$ cat src/rtl/pipeline_pkg.sv
// Shared pipeline types and constants for the writeback/commit stage.
// Holds the MEM/WB control field layout and the ecall FSM state encoding.
package pipeline_pkg;

    localparam int XLEN          = 64;
    localparam int REG_ADDR_W    = 5;
    localparam int ECALL_RET_REG = 10;
    localparam int CNT_W         = 64;

    typedef enum logic [1:0] {
        IDLE = 2'd0,
        REQ  = 2'd1,
        WB   = 2'd2
    } wb_state_e;

    typedef struct packed {
        logic is_ecall;
        logic reg_write;
        logic mem_to_reg;
    } wb_ctrl_t;

endpackage

$ cat src/rtl/wb_ecall_fsm.sv
// Ecall handshake: IDLE -> REQ (until ack) -> WB (one cycle), latching the handler return value.
// Stall is raised combinationally on ecall detect and held through REQ; WB releases upstream.
module wb_ecall_fsm #(
    parameter int XLEN = pipeline_pkg::XLEN
) (
    input  logic            clk,
    input  logic            reset,
    input  logic            i_in_valid,
    input  logic            i_is_ecall,
    input  logic            i_ecall_ack,
    input  logic [XLEN-1:0] i_ecall_ret,
    output logic            o_ecall_req,
    output logic            o_stall,
    output logic            o_idle,
    output logic            o_wb,
    output logic [XLEN-1:0] o_ret_q
);
    import pipeline_pkg::*;

    wb_state_e       r_state;
    wb_state_e       w_state_nxt;
    logic [XLEN-1:0] r_ret_q;
    logic            w_req;
    logic            w_stall;

    always_ff @(posedge clk or negedge reset) begin
        if (!reset) begin
            r_state <= IDLE;
            r_ret_q <= '0;
        end else begin
            r_state <= w_state_nxt;
            if (r_state == REQ && i_ecall_ack) begin
                r_ret_q <= i_ecall_ret;
            end
        end
    end

    always_comb begin
        w_state_nxt = r_state;
        w_req       = 1'b0;
        w_stall     = 1'b0;
        case (r_state)
            IDLE: begin
                if (i_in_valid && i_is_ecall) begin
                    w_stall     = 1'b1;
                    w_state_nxt = REQ;
                end
            end
            REQ: begin
                w_req   = 1'b1;
                w_stall = 1'b1;
                if (i_ecall_ack) begin
                    w_state_nxt = WB;
                end
            end
            WB: begin
                w_state_nxt = IDLE;
            end
            default: begin
                w_state_nxt = IDLE;
            end
        endcase
    end

    // The IDLE-state stall depends on live inputs, so it is masked while reset is held.
    assign o_ecall_req = w_req & reset;
    assign o_stall     = w_stall & reset;
    assign o_idle      = (r_state == IDLE);
    assign o_wb        = (r_state == WB);
    assign o_ret_q     = r_ret_q;

endmodule

$ cat src/rtl/wb_commit.sv
// Writeback/commit: same-cycle register-file write for normal instructions, retire counter, ecall handshake.
// Ecall stalls upstream until ack; the a0 write lands one cycle after ack, min 3 cycles end to end.
module wb_commit #(
    parameter int XLEN          = pipeline_pkg::XLEN,
    parameter int REG_ADDR_W    = pipeline_pkg::REG_ADDR_W,
    parameter int ECALL_RET_REG = pipeline_pkg::ECALL_RET_REG,
    parameter int CNT_W         = pipeline_pkg::CNT_W
) (
    input  logic                  clk,
    input  logic                  reset,
    input  logic                  in_valid,
    input  logic                  reg_write_in,
    input  logic                  mem_to_reg_in,
    input  logic                  is_ecall_in,
    input  logic [REG_ADDR_W-1:0] rd_in,
    input  logic [XLEN-1:0]       alu_result_in,
    input  logic [XLEN-1:0]       mem_data_in,
    output logic                  ecall_req,
    input  logic                  ecall_ack,
    input  logic [XLEN-1:0]       ecall_ret,
    output logic                  rf_we,
    output logic [REG_ADDR_W-1:0] rf_waddr,
    output logic [XLEN-1:0]       rf_wdata,
    output logic                  stall_out,
    output logic [CNT_W-1:0]      retire_count
);
    import pipeline_pkg::*;

    wb_ctrl_t        w_ctrl;
    logic            w_idle;
    logic            w_wb;
    logic            w_norm;
    logic [XLEN-1:0] w_ret_q;
    logic [CNT_W-1:0] r_retire_count;

    assign w_ctrl = '{is_ecall: is_ecall_in, reg_write: reg_write_in, mem_to_reg: mem_to_reg_in};

    wb_ecall_fsm #(
        .XLEN (XLEN)
    ) u_ecall_fsm (
        .clk         (clk),
        .reset       (reset),
        .i_in_valid  (in_valid),
        .i_is_ecall  (w_ctrl.is_ecall),
        .i_ecall_ack (ecall_ack),
        .i_ecall_ret (ecall_ret),
        .o_ecall_req (ecall_req),
        .o_stall     (stall_out),
        .o_idle      (w_idle),
        .o_wb        (w_wb),
        .o_ret_q     (w_ret_q)
    );

    // A normal instruction retires only from IDLE; the stale ecall seen during WB is not one.
    assign w_norm = w_idle & in_valid & ~w_ctrl.is_ecall;

    assign rf_we    = reset & (w_wb | (w_norm & w_ctrl.reg_write & (rd_in != '0)));
    assign rf_waddr = w_wb ? REG_ADDR_W'(ECALL_RET_REG) : rd_in;
    assign rf_wdata = w_wb ? w_ret_q : (w_ctrl.mem_to_reg ? alu_result_in : mem_data_in);

    always_ff @(posedge clk or negedge reset) begin
        if (!reset) begin
            r_retire_count <= '0;
        end else if (w_norm || w_wb) begin
            r_retire_count <= r_retire_count + CNT_W'(1);
        end
    end

    assign retire_count = r_retire_count;

endmodule

$ cat config.mk
export PLATFORM = sky130hd
export DESIGN_NAME = wb_commit
export DESIGN_NICKNAME = d
export VERILOG_FILES = /design/src/rtl/pipeline_pkg.sv /design/src/rtl/wb_ecall_fsm.sv /design/src/rtl/wb_commit.sv
export SDC_FILE = /design/constraint.sdc
export NUM_CORES = 1
export LEC_CHECK = 0
export ABC_AREA = 1
export CAP_MARGIN = 15
export CORE_MARGIN = 4
export CORE_UTILIZATION = 47
export DETAILED_ROUTE_END_ITERATION = 7
export PLACE_DENSITY = 0.89
export REMOVE_ABC_BUFFERS = 1
export SKIP_LAST_GASP = 1
export SLEW_MARGIN = 0
export SYNTH_ARGS = -nofsm -noshare
export SYNTH_HDL_FRONTEND = slang
export SYNTH_HIERARCHICAL = 1
export SYNTH_SLANG_ARGS = --single-unit
$ cat constraint.sdc
create_clock -name clk -period 5.3 [get_ports clk]
set_clock_uncertainty 0.15 [all_clocks]
set_input_delay 1.06 -clock clk [delete_from_list [all_inputs] [get_ports clk]]
set_output_delay 1.06 -clock clk [all_outputs]
set_load 0.05 [all_outputs]
==> results of run 1 <==
==> final cells by class <==
cell class	count	area [um2]	area share
diodes	1	2.50	0.000206
clock buffers	19	453	0.0373
clock inverters	12	135	0.0111
inverters	70	263	0.0216
multi-input cells	912	4290	0.353
flip-flops and latches	130	3250	0.268
well taps	220	275	0.0226
repair buffers	350	3480	0.286
==> critical path: stages <==
cell and delay (ns):
buf_2 0.34, inv_2 0.14, buf_4 0.35, nand2_1 0.09, a21oi_1 0.25, clkdlybuf4s50_1 0.86
==> where the power goes <==
part	switching, mW	internal, mW	total [mW]
clock network	0.460	0.715	1.17
logic	1.43	0.689	2.11
registers	0.166	1.25	1.42
==> cell families after synthesis <==
family / count (synthesis) / synth area share
simple gates: 738 / 0.406
compound gates: 142 / 0.0885
flops: 130 / 0.402
buf+inv: 128 / 0.0681
xor+xnor: 31 / 0.0336
fa+ha+maj: 1 / 0.00155
==> state kept, by name, summed over array words and instances (netlist names) <==
name,cells
u_ecall_fsm/r_state,2
retire_count,64
u_ecall_fsm/o_ret_q,64
==> layout by cell type (no fill, tap or decap), types with 3 or more instances in the layout <==
cell type and count:
a21oi_1 129, and2_1 4, buf_4 10, clkbuf_16 17
clkdlybuf4s50_1 336, clkinv_4 4, clkinvlp_4 4, dfrtp_1 129
inv_1 64, inv_2 6, nand2_1 396, nand2_2 7
nand2_4 4, nand3_1 36, nand3b_1 16, nand4_1 73
nor2_1 170, nor2_2 6, nor2_4 13, nor3_1 6
o21ai_0 8, o21ai_1 3, xnor2_1 16, xor2_1 15
==> worst max path at each step <==
| stage | endpoint | cells past startpoint |
|---|---|---|
| after global routing | rf_wdata[30] | 6 |
| after floorplan | rf_we | 3 |
| after global placement | rf_wdata[30] | 6 |
| final | rf_wdata[30] | 6 |
| after CTS | rf_wdata[30] | 6 |
| after detailed placement | rf_wdata[30] | 6 |
==> routing by layer <==
metal	wire, um	GRT usage
met2	16800	0.576
met3	2890	0.0714
met1	12500	0.406
met4	1760	0.173
met5	13	0
==> run metrics, run 1 <==
Final GP Congestion=roughly 1.0; CTS tree=done; final setup vio count=0; Post-synth EDFFs=0; startpoint class of the critical path=input pin; Post-synth top cells=nand2_1, nor2_1, dfrtp_1, a21oi_1, nand4_1; pre-CTS WS=between 0.9 and 1 ns; via/cell ratio=5.59; Synth area leaders=dfrtp_1, nand2_1, a21oi_1; Final Max Tran Viols=0; crit path kind=in -> out; # H-tree levels=4; Critical Path Start=mem_to_reg_in; total chip power=between 4 and 5 mW; Iteration-0 DRC Markers=about 1000; Worst EP required=4.09 ns; Netlist cell types=32; Layout Cells excl Fill=roughly 1700; Die ar.=just under 20000 um2; Worst Hold Depth=2; total routed wirelength=around 34000 um; Core Footprint=around 17000 um2; r2r worst-path depth=9; RR Startpoint=u_ecall_fsm/r_state[0]$_DFFE_PN0P_; count leader, synth=nand2_1; Hold Buf Count CTS=0; HP Class=reg -> reg; Reg-to-Reg End=retire_count[46]$_DFFE_PN0P_; Final WS setup=0.985 ns; Starting Density=0.484; Pleak=5.46 nW; Worst Setup End Kind=primary output; worst skew pair latency=around 0.42 ns; DP Area=approximately 12000 um2; share of post-route cells with drive strength above 1=0.0589; I/O Buffers=around 340; syn avg cell area=roughly 6.9 um2; Detail Route Antenna Nets=0; Final Cycle Share=0.814; Cell Area, Synth=8090 um2; largest net degree at the start of global routing=70; post-CTS sizing=0; DP Cell Count=around 1700; first-pass GRT wire length=between 50000 and 60000 um; status=finished clean; final hold violations=0; Final min period=around 4.3 ns; row count=between 40 and 50; Synth warnings=6; via count=~9600; initial antenna violation count=1; DRC Markers=0; vias in the first global route=~9400; layout filler cell count=~1300; Syn Inst Count=roughly 1200; drt wl/cell=around 20 um; RSZ-0062 raised after global routing=no; maximum vdd ir drop=~0.27 mV; Die W=~140 um; router iterations before antenna repair=7; clock buffer count from CTS=17; CTS root buf=clkbuf_16; Design Area, Final=roughly 12000 um2; Clock transition at path regs=0.06 ns; Seq/Total Area, Yosys=0.402; total global-route track usage=0.339; post-synth top area share=0.402; hold wc startpoint=u_ecall_fsm/o_ret_q[53]$_DFFE_PN0P_; Hold Path End=u_ecall_fsm/o_ret_q[53]$_DFFE_PN0P_; io pins=340; max-cap violations=0; Post-synth ARST share=1.00; critical path arrival=3.10 ns; Worst R2R Setup Slack=2.42 ns; DPL Wire Length=24900 um; nets=between 1500 and 2000; clock buffer depth=2; synthesized flop and latch total=130; area leader, netlist=dfrtp_1; Max FO, Critical Path=34; measured slew at the worst slew-check pin=0.792 ns; die height=approximately 140 um; P&R area growth vs syn=50.3%; top_reg_cell synth=dfrtp_1; worst hold slack=~0.32 ns; Final Util=0.728; Congestion Overflow GR=0; clock sink count=130; Max Freq=~0.23 GHz; Power Density=387 nW/um2; Setup TNS=0 ns; Worst slew margin=0.472; Setup Fix Bufs, Post-CTS=0
Note: power is estimated with default switching activity, not from simulation.
==> inputs of run 2 (changes only) <==
--- a/config.mk
+++ b/config.mk
@@ -8,9 +8,9 @@
 export ABC_AREA = 1
 export CAP_MARGIN = 15
 export CORE_MARGIN = 4
-export CORE_UTILIZATION = 47
+export CORE_UTILIZATION = 39
 export DETAILED_ROUTE_END_ITERATION = 7
-export PLACE_DENSITY = 0.89
+export PLACE_DENSITY = 0.79
 export REMOVE_ABC_BUFFERS = 1
 export SKIP_LAST_GASP = 1
 export SLEW_MARGIN = 0
==> constraint.sdc (replaced) <==
create_clock -name clk -period 3.9 [get_ports clk]
set_clock_uncertainty 0.15 [all_clocks]
set_input_delay 0.78 -clock clk [delete_from_list [all_inputs] [get_ports clk]]
set_output_delay 0.78 -clock clk [all_outputs]
set_load 0.05 [all_outputs]
==> run 2 against run 1 <==
  * Non-clock buffer count grew 1
  * Sequential share of layout area shrank 1.7 points
  * First-iteration DRC count shrank 18%
  * Sequential cell count is the same
  * Clock power grew 50%
  * Count of clock-buffer cells in the layout grew 5
  * Sequential power grew 35%
  * Worst hold slack lost 0.26 ns
  * Routed wire length grew 1.4%
  * Cell count grew 3.2%
  * Total power grew 51%
  * Largest cell class unchanged
  * Largest power group unchanged
==> run metrics, run 2 (synthesis gave the netlist of run 1 again) <==
Max Freq=~0.3 GHz; Layout Cells excl Fill=1769; DRC Markers=0; clock buffer count from CTS=17; max-cap violations=0; Int Pwr=~4.2 mW; Final Cycle Share=0.850; worst skew pair latency=0.42 ns; Pleak=5.86 nW; drt wl/cell=between 15 and 20 um; Gate power share=0.480; Sw Pwr=2.87 mW; Reg area=about 3300 um2; row count=52; Reg-to-Reg End=retire_count[46]$_DFFE_PN0P_; I/O Buffers=339; wl on met1=about 13000 um; Iteration-0 DRC Markers=~820; Core Footprint=just over 20000 um2; critical path cell sequence=clkdlybuf4s50_1 -> nand2_1 -> nand2_1 -> nand2_1 -> nor2_1 -> clkdlybuf4s50_1; Setup TNS=0 ns; CTS root buf=clkbuf_16; DP Cell Count=1733; Starting Density=0.398; io pins=340; worst hold slack=about 0.061 ns; Congestion Overflow GR=0; RSZ-0062 raised after global routing=no; Detail Route Antenna Nets=0; share of post-route cells with drive strength above 1=0.106; Final Max Tran Viols=0; RR Startpoint=u_ecall_fsm/r_state[1]$_DFFE_PN0P_; largest net degree at the start of global routing=70; total routed wirelength=34400 um; DP Area=12300 um2; via count=approximately 9500; # H-tree levels=4; initial antenna violation count=8; DPL Wire Length=approximately 25000 um; Power Density=between 500 and 600 nW/um2; layout filler cell count=1731; first-pass GRT wire length=about 53000 um; Critical Path Start=in_valid; Setup Fix Bufs, Post-CTS=0; final hold violations=0; clock power share=0.249; Worst slew margin=0.469; Reg power frac=0.271; clock sink count=130; maximum vdd ir drop=about 0.33 mV; critical path arrival=~2.4 ns; Hold Buf Count CTS=0; Worst EP required=slightly below 3 ns; vias in the first global route=slightly above 9000; Die W=between 150 and 200 um; Final min period=3.32 ns; die height=~150 um; CP dominant cell by count=nand2_1; final setup vio count=0; HP Class=in -> async; Met2 Wirelength=~17000 um; wire length on met3=~3000 um; Die ar.=23100 um2; r2r worst-path depth=10; nets=~1700; worst stage delay on the critical path=0.81 ns; switch share=0.405; top layer in use=met5; clock buffer depth=2; Worst Setup End Kind=primary output; P&R area growth vs syn=60.2%; Worst R2R Setup Slack=roughly 1.4 ns; startpoint class of the critical path=input pin; CTS tree=done; measured slew at the worst slew-check pin=0.797 ns; total global-route track usage=0.291; status=finished clean; via/cell ratio=between 5 and 6; most frequent cells in the layout=nand2_1, clkdlybuf4s50_1, nor2_1; commonest non-fill, non-tap cell in the layout=nand2_1; crit path max-delay cell type=clkdlybuf4s50_1; crit path kind=in -> out; Design Area, Final=roughly 13000 um2; Max FO, Critical Path=3; router iterations before antenna repair=6; Clock transition at path regs=0.06 ns; multi-input logic area=around 4300 um2; post-CTS sizing=0; Final GP Congestion=0.998; Critical path destination=stall_out
-- run 2: worst min-delay path by stage --
stage | from | endpoint | slack, ns | cells past startpoint
after floorplan | u_ecall_fsm/o_ret_q[0]$_DFFE_PN0P_ | u_ecall_fsm/o_ret_q[0]$_DFFE_PN0P_ | 0.29 | 2
after global placement | u_ecall_fsm/o_ret_q[42]$_DFFE_PN0P_ | u_ecall_fsm/o_ret_q[42]$_DFFE_PN0P_ | 0.30 | 2
after detailed placement | u_ecall_fsm/o_ret_q[43]$_DFFE_PN0P_ | u_ecall_fsm/o_ret_q[43]$_DFFE_PN0P_ | 0.31 | 2
after CTS | reset | retire_count[24]$_DFFE_PN0P_ | 0.06 | 1
after global routing | reset | retire_count[24]$_DFFE_PN0P_ | 0.06 | 1
final | reset | retire_count[50]$_DFFE_PN0P_ | 0.06 | 1
-- run 2: routing by layer --
metal / global-route usage / vias up
met3: 0.0759 / 76
met4: 0.131 / 8
met2: 0.481 / 498
li1: - / 4418
met1: 0.359 / 4497
met5: 0 / -
-- run 2: layout make-up --
cell class | count | area share
clock inverter | 8 | 0.0114
inverter | 70 | 0.0203
antenna | 4 | 0.000773
sequential | 130 | 0.251
clock buffer | 24 | 0.0387
tap | 270 | 0.0261
multi-input combinational | 912 | 0.331
timing repair buffer | 351 | 0.320
-- run 2: critical path, delay by kind of cell --
family	cells	cell delay [ns]
buf+inv	2	1.31
simple gates	4	0.29
-- run 2: power by group through the flow --
stage	logic, mW	registers, mW	clock network (mW)
after floorplan	1.62	2.03	0
after global placement	3.35	1.92	0
after detailed placement	3.40	1.93	0
after CTS	3.40	1.91	1.78
after global routing	3.58	1.96	1.84
final	3.40	1.92	1.76
-- run 2: through the flow --
stage,power [mW],worst slack (ns),utilization
finish,7.08,0.583,0.638
global route,7.39,0.534,0.638
CTS,7.10,0.584,0.638
detailed placement,5.33,0.590,0.606
global placement,5.27,0.602,0.606
floorplan,3.65,-3.03,-
